$ cat config.mk
export PLATFORM = sky130hd
export DESIGN_NAME = regfile_sb
export DESIGN_NICKNAME = d
export VERILOG_FILES = /design/src/rtl/regfile_sb.sv
export SDC_FILE = /design/constraint.sdc
export NUM_CORES = 1
export LEC_CHECK = 0
export BUFFER_PORTS_ARGS = -buffer_cell sky130_fd_sc_hd__buf_4
export CAP_MARGIN = 30
export CORE_UTILIZATION = 50
export CTS_CLUSTER_DIAMETER = 200
export DETAILED_ROUTE_END_ITERATION = 12
export GPL_ROUTABILITY_DRIVEN = 0
export PLACE_DENSITY = 0.68
export SYNTH_ARGS = -nofsm -noshare
export SYNTH_HDL_FRONTEND = slang
export SYNTH_SLANG_ARGS = --single-unit
$ cat constraint.sdc
create_clock -name clk_i -period 3.98 [get_ports clk_i]
set_clock_uncertainty 0.05 [all_clocks]
set_input_delay 0.796 -clock clk_i [delete_from_list [all_inputs] [get_ports clk_i]]
set_output_delay 0.796 -clock clk_i [all_outputs]
set_load 0.05 [all_outputs]
$ cat src/rtl/regfile_sb.sv
// regfile_sb: parametrised 2-read/1-write integer register file with a
// hard-wired zero register, optional write-to-read bypass and a per-register
// pending-write scoreboard. After reset or a clear request the file sweeps
// every entry to zero, one entry per clock. This lets the storage map onto
// RAM without a per-entry reset.
//
// Ports:
//   clk_i               clock, all state changes on the rising edge
//   rst_i               synchronous active-high reset
//   clear_i             request a full sweep-clear (only honoured when ready)
//   wr_en_i/wr_addr_i/wr_data_i   writeback port, also clears the pending bit
//   iss_en_i/iss_rd_i   issue port, marks the destination register pending
//   rs1_addr_i/rs2_addr_i         read indices
//   rs1_data_o/rs2_data_o         combinational read data
//   rs1_busy_o/rs2_busy_o         pending-write flag of the addressed register
//   ready_o             1 once the sweep has finished and the file is usable
module regfile_sb #(
  parameter int XLEN   = 32,
  parameter int NREGS  = 32,
  parameter int BYPASS = 1,
  localparam int ADDR_W = $clog2(NREGS)
) (
  input  logic              clk_i,
  input  logic              rst_i,
  input  logic              clear_i,
  input  logic              wr_en_i,
  input  logic [ADDR_W-1:0] wr_addr_i,
  input  logic [XLEN-1:0]   wr_data_i,
  input  logic              iss_en_i,
  input  logic [ADDR_W-1:0] iss_rd_i,
  input  logic [ADDR_W-1:0] rs1_addr_i,
  input  logic [ADDR_W-1:0] rs2_addr_i,
  output logic [XLEN-1:0]   rs1_data_o,
  output logic [XLEN-1:0]   rs2_data_o,
  output logic              rs1_busy_o,
  output logic              rs2_busy_o,
  output logic              ready_o
);

  localparam logic ST_INIT  = 1'b0;
  localparam logic ST_READY = 1'b1;

  localparam logic [ADDR_W-1:0] LAST_IDX = ADDR_W'(NREGS - 1);

  logic              state;
  logic [ADDR_W-1:0] sidx;
  logic [NREGS-1:0]  pend;
  logic [XLEN-1:0]   store [NREGS];

  logic ready;
  logic wr_ok;
  logic iss_ok;
  logic byp1;
  logic byp2;

  assign ready   = (state == ST_READY);
  assign ready_o = ready;

  // Writes and issues to index 0 are discarded. A clear request takes
  // priority over a same-cycle write.
  assign wr_ok  = ready && !clear_i && wr_en_i && (wr_addr_i != '0);
  assign iss_ok = ready && !clear_i && iss_en_i && (iss_rd_i != '0);

  // Control state and scoreboard (with reset).
  always_ff @(posedge clk_i) begin
    if (rst_i) begin
      state <= ST_INIT;
      sidx  <= '0;
      pend  <= '0;
    end else begin
      case (state)
        ST_INIT: begin
          if (sidx == LAST_IDX) begin
            state <= ST_READY;
            sidx  <= '0;
          end else begin
            sidx <= sidx + 1'b1;
          end
        end
        default: begin
          if (clear_i) begin
            state <= ST_INIT;
            sidx  <= '0;
            pend  <= '0;
          end else begin
            if (wr_ok)
              pend[wr_addr_i] <= 1'b0;
            // Issue is evaluated last: a same-edge issue to the written
            // register leaves it pending.
            if (iss_ok)
              pend[iss_rd_i] <= 1'b1;
          end
        end
      endcase
    end
  end

  // Storage has no reset. The sweep zeroes one entry per INIT edge, and it
  // never writes on a reset edge.
  always_ff @(posedge clk_i) begin
    if (!rst_i) begin
      if (state == ST_INIT)
        store[sidx] <= '0;
      else if (wr_ok)
        store[wr_addr_i] <= wr_data_i;
    end
  end

  assign byp1 = (BYPASS != 0) && wr_en_i && (wr_addr_i == rs1_addr_i);
  assign byp2 = (BYPASS != 0) && wr_en_i && (wr_addr_i == rs2_addr_i);

  always_comb begin
    rs1_data_o = '0;
    rs1_busy_o = 1'b0;
    if (ready && (rs1_addr_i != '0)) begin
      if (byp1) begin
        rs1_data_o = wr_data_i;
      end else begin
        rs1_data_o = store[rs1_addr_i];
        rs1_busy_o = pend[rs1_addr_i];
      end
    end
  end

  always_comb begin
    rs2_data_o = '0;
    rs2_busy_o = 1'b0;
    if (ready && (rs2_addr_i != '0)) begin
      if (byp2) begin
        rs2_data_o = wr_data_i;
      end else begin
        rs2_data_o = store[rs2_addr_i];
        rs2_busy_o = pend[rs2_addr_i];
      end
    end
  end

endmodule
Yosys cells after proc, flatten, opt, wreduce, memory -nomap -nowiden
Memory sizes are Yosys's and may differ from the RTL's.
Index checks and enable logic that the tools add are counted.
{"block": "op_classes", "addsub": 1, "n_reduce_logical": 17, "n_lt_le_gt_ge": 6, "bitwise": 3, "n_eq_ne": 4, "n_mux": 38}
{"cell": "32-bit 2-to-1 mux", "n": 11}
{"cell": "32-bit AND", "n": 1}
{"cell": "32-bit NOT", "n": 1}
{"cell": "32-bit bitwise OR", "n": 1}
{"cell": "32-bit OR reduction", "n": 1}
{"cell": "5-bit by 6-bit < comparator with 1-bit output (second input constant)", "n": 4}
{"cell": "5-bit 2-to-1 mux", "n": 4}
{"cell": "5-bit nonzero test", "n": 4}
{"cell": "1-bit 2-to-1 mux", "n": 19}
{"cell": "1-bit logical AND", "n": 11}
{"cell": "1-bit binary-select mux with 5-bit select", "n": 2}
{"cell": "1-bit demux with 5-bit select", "n": 2}
{"cell": "5-bit == test", "n": 2}
{"cell": "5-bit by 1-bit >= comparator with 1-bit output (second input constant)", "n": 2}
{"cell": "5-bit by 1-bit adder with 5-bit output (second input constant)", "n": 1}
{"cell": "5-bit == test (second input constant)", "n": 1}
{"cell": "2-bit inequality test (second input constant)", "n": 1}
{"cell": "1-bit logical NOT", "n": 1}
{"block": "totals", "output_inout_bits": 67, "word_cells": 73, "register_bits": 38, "mem_count": 1, "mem_bits_rw": 1024}
{"memory": "store", "words": 32, "width": 32, "read_ports": 2, "rd_clocked_by_memory_dff": 0, "write_ports": 1, "line_no": "48", "text": "logic [XLEN-1:0] store [NREGS];"}

Longest topological paths before layout
{"block": "logic_depth", "ltp_word": 13, "mapped_depth": 9, "ltp_nobuf": 6}

Worst setup path before layout
No wires, ideal clock.
{"block": "synth_timing", "path_kind": "in2out", "start": "input rs2_addr_i[0]", "end": "output rs2_data_o[0]", "arrival_ns": 3.419, "t_required_ns": 3.134, "setup_slack_ns": -0.285, "path_stages": 8, "cell_sequence": "buf_6 buf_8 buf_8 buf_6 and2b_4 a22oi_1 a21oi_1 o41ai_1"}
{"block": "synth_between", "elab_chain_cells": 4, "elab_cells_between_ends": 7}
{"item": "from (decl)", "line_no": "32", "text": "input logic [ADDR_W-1:0] rs2_addr_i,"}
{"item": "branches (longest 3 deep; another with memory 32 x 32 bit)"}
{"item": "32-bit 2-to-1 mux *", "line_no": "128", "text": "if (ready && (rs2_addr_i != '0)) begin"}
{"item": "to (decl)", "line_no": "34", "text": "output logic [XLEN-1:0] rs2_data_o,"}
Mark *: on every way between the ends.

Worst setup path in the final report
{"block": "layout_timing", "start": "register state, in the netlist ready_o", "end": "output rs2_data_o[14]"}
{"block": "layout_between", "elab_chain_cells": 2}
{"item": "from (decl)", "line_no": "45", "text": "logic state;"}
{"item": "from (signal assigned)", "line_no": "67", "text": "state <= ST_INIT;"}
{"item": "from (signal assigned)", "line_no": "74", "text": "state <= ST_READY;"}
{"item": "from (signal assigned)", "line_no": "82", "text": "state <= ST_INIT;"}
{"item": "1-bit logical AND", "line_no": "128"}
{"item": "32-bit 2-to-1 mux", "line_no": "128"}
No other way between the ends.

==> run_results.csv <==
group,metric,value,unit
clock_network,clockRootBuffer,"clkbuf_16",
layout,stdcell_area,59300,µm²
global_routing,grt_pass1_wl,235000,µm
detailed_routing,via_count,33200,
synthesis,synth.most_common_cell,"edfxtp_1",
critical_path,start_kind,"flop",
timing,tns,0,ns
detailed_routing,drt_first_iter_violations,5401,
critical_path,cpMostUsedCell,"buf_4",
placement,port_buffers,123,
clock_network,cts.clk_slew.worst_paths,0.06,ns
clock_network,h-tree-depth,3,
detailed_routing,drt_pass1_iterations,6,
layout,seq_area,31500,µm²
critical_path,critPathSlowestCell,"dfxtp_2",
power_and_ir_drop,power_frac_seq,50.0,%
timing,fmax,0.259,GHz
synthesis,synthArstFlopShare,0,%
synthesis,synth_edf_count,1024,
critical_path,cp.required,3.13,ns
critical_path,path_cells,"inv_1 > a21oi_1 > o21ai_4 > buf_12 > a211o_1 > o21ai_1 > buf_4 > buf_4",
timing,rsz0062_at_grt,"no",
layout,drive_above_1_share,30.2,%
placement,hpwl,99400,µm
global_routing,antenna_found_initial,0,
critical_path,max_stage_delay,0.49,ns
global_routing,grt_pass1_vias,33600,
global_routing,grt_max_degree,46,
hold_path,hold_path_depth,2,
detailed_routing,antenna_left,0,
synthesis,synth_cells,3021,
clock_network,cts_buffers,107,
synthesis,synth_commonest_cells,"1024 x edfxtp_1, 406 x mux2i_1, 362 x mux4_2",
detailed_routing,wl_per_cell,35.2,µm
global_routing,grt_remaining_overflow,0,
timing,slew_violations,0,
clock_network,clockBufferDepth,3,
synthesis,syn-cell-area,51200,µm²
synthesis,ys_warn_count,0,
clock_network,tritoncts,"built",
timing,fin_crit_sh,97.1,%
timing,finalCriticalPeriod,3.86,ns
synthesis,syn_avg_cell_area,16.9,µm²
floorplanning,dieWidth,322,µm
layout,nets,3309,
synthesis,postSynthNetCount,3080,
power_and_ir_drop,finalPower,24.4,mW
floorplanning,io_pins,124,
power_and_ir_drop,ir_worst_vdd,0.403,mV
timing,worst_slew_pin_slew,1.07,ns
power_and_ir_drop,p_sw_share,22.2,%
synthesis,seq_area_frac_synth,61.6,%
global_routing,grt_usage,31.9,%
run_status,outcome,"finished clean",
clock_network,cts.sinks,1062,
floorplanning,die_y,322,µm
hold_path,worstHoldPathType,"primary input to flop",
critical_path,crit_type,"flop to output pin",
floorplanning,core_area,101000,µm²
timing,slew_headroom,27.8,%
critical_path,crit_fanout,21,
floorplanning,die_area,104000,µm²
layout,nFillCells,7367,
power_and_ir_drop,p_sw,5.41,mW
layout,multi_input_area,18700,µm²
timing,hold_viol_final,0,
floorplanning,rows,116,
synthesis,ys.flop_type,"edfxtp_1",
clock_network,worstSkewPairLatency,0.68,ns
run,drv_cap,0,
power_and_ir_drop,clkPwrFrac,43.3,%
layout,areaGrowthSynthToFinish,15.9,%
power_and_ir_drop,pwr-share-comb,6.7,%
power_and_ir_drop,cellPowerDensity,411,nW/µm²
detailed_routing,drt-vias-per-instance,7.07,
synthesis,ys_ff_latch,1062,
synthesis,synth_top_cells_by_area,"edfxtp_1 60%, mux4_2 16%, mux2i_1 7.9%, a22oi_1 2.5%, dfxtp_1 1.5%",
synthesis,synth_top_area_share,60.1,%
synthesis,yosys.cell_types.count,72,
power_and_ir_drop,power.internal,19.0,mW
power_and_ir_drop,leakagePower,18.2,nW
floorplanning,start_util,50.8,%
layout,num_antenna_cells,0,
placement,place_area,55600,µm²
timing,holdWs,0.388,ns
synthesis,synth_top_area_cell,"edfxtp_1",
timing,setup_ws,0.117,ns
critical_path,worst_ep_arrival_time,3.02,ns
detailed_routing,post-route-drc-count,0,
critical_path,r2r.worst_path.cells,7,
timing,final-setup-viol-count,0,
critical_path,end_kind,"output pin",
detailed_routing,wl,166000,µm
placement,place_worst_setup_slack,-0.0432,ns
[final timing paths]
check / start / endpoint / slack (ns)
hold reg to reg: pend[26]$_SDFFE_PP0P_ / pend[26]$_SDFFE_PP0P_ / 0.44
hold / removal: rst_i / pend[7]$_SDFFE_PP0P_ / 0.39
setup reg to reg: ready_o$_SDFF_PP0_ / store[3][20]$_DFFE_PP_ / 0.79
setup / recovery: ready_o$_SDFF_PP0_ / rs2_data_o[14] / 0.12
[per-stage QoR]
stage          utilization, %  std cells
2_1_floorplan               -       3021
6_report                 58.9       4696
3_5_place_dp             55.2       4496
4_1_cts                  58.9       4694
5_1_grt                  58.9       4696
3_3_place_gp             55.2       4494
[power groups by stage]
stage	clock network (mW)	registers (mW)	logic (mW)
floorplan	0	12.4	0.979
global placement	0	12.4	1.58
detailed placement	0	12.4	1.60
CTS	10.6	12.2	1.60
global route	11.0	12.2	1.68
finish	10.6	12.2	1.63
[registers in the layout, summed over array words and instances, names as in the netlist]
signal and flops:
pend 32, sidx 5, ready_o 1, store 1024
[cell usage in the layout (no fill, tap or decap), drive strengths merged, types with 4 or more instances in the layout]
| cell type | synthesis | layout |
|---|---|---|
| a32oi | 31 | 31 |
| o22ai | 53 | 53 |
| mux2 | 57 | 57 |
| a21oi | 114 | 114 |
| inv | 9 | 15 |
| nand2 | 118 | 118 |
| mux2i | 406 | 406 |
| bufinv | 0 | 18 |
| mux4 | 362 | 362 |
| clkinvlp | 0 | 6 |
| buf | 171 | 356 |
| nor2b | 22 | 22 |
| dfxtp | 38 | 38 |
| nand2b | 12 | 12 |
| a211o | 25 | 25 |
| nor2 | 87 | 87 |
| clkbuf | 66 | 124 |
| clkinv | 1 | 46 |
| a32o | 31 | 31 |
| xnor2 | 4 | 4 |
| nand3 | 7 | 7 |
| and2 | 43 | 43 |
| nand4 | 5 | 5 |
| o31ai | 4 | 4 |
| nor3b | 4 | 4 |
| a22o | 6 | 6 |
| or2 | 4 | 4 |
| o21ai | 79 | 79 |
| or3 | 5 | 5 |
| a31oi | 9 | 9 |
| edfxtp | 1024 | 1024 |
| a22oi | 170 | 170 |
| nand3b | 7 | 7 |
| nor3 | 14 | 14 |
[timing repair]
item,in CTS,in global routing
buffers inserted,0,0
hold buffers,0,0
setup endpoints to repair,8,0
resized for setup,2,0
[kinds of logic after synthesis]
| family | share of synthesized area [%] |
|---|---|
| mux | 25.1 |
| flops | 61.6 |
| simple gates | 3.22 |
| fa+ha+maj | 0.0489 |
| xor+xnor | 0.120 |
| buf+inv | 2.63 |
| compound gates | 7.28 |
[critical path, delay by kind of cell (launching register included)]
kind | cells | cell delay [ns]
flip-flops | 1 | 0.49
buffers and inverters | 4 | 0.72
AO/OA/AOI/OAI | 4 | 1.09
[layout make-up]
| class | instances | area share (%) |
|---|---|---|
| clock inverters | 75 | 1.53 |
| inverters | 10 | 0.0633 |
| well taps | 1357 | 2.86 |
| multi-input cells | 1712 | 31.5 |
| repair buffers | 357 | 6.25 |
| flip-flops and latches | 1062 | 53.1 |
| clock buffers | 123 | 4.65 |
[layer usage]
metal	global-route usage [%]	up-vias	part of all wire (%)
met5	0	-	0
met3	5.39	478	10
met4	15.1	0	5.2
li1	-	13100	-
met2	50.8	2406	47
met1	42.9	17200	37
(Power assumes the default switching activity.)
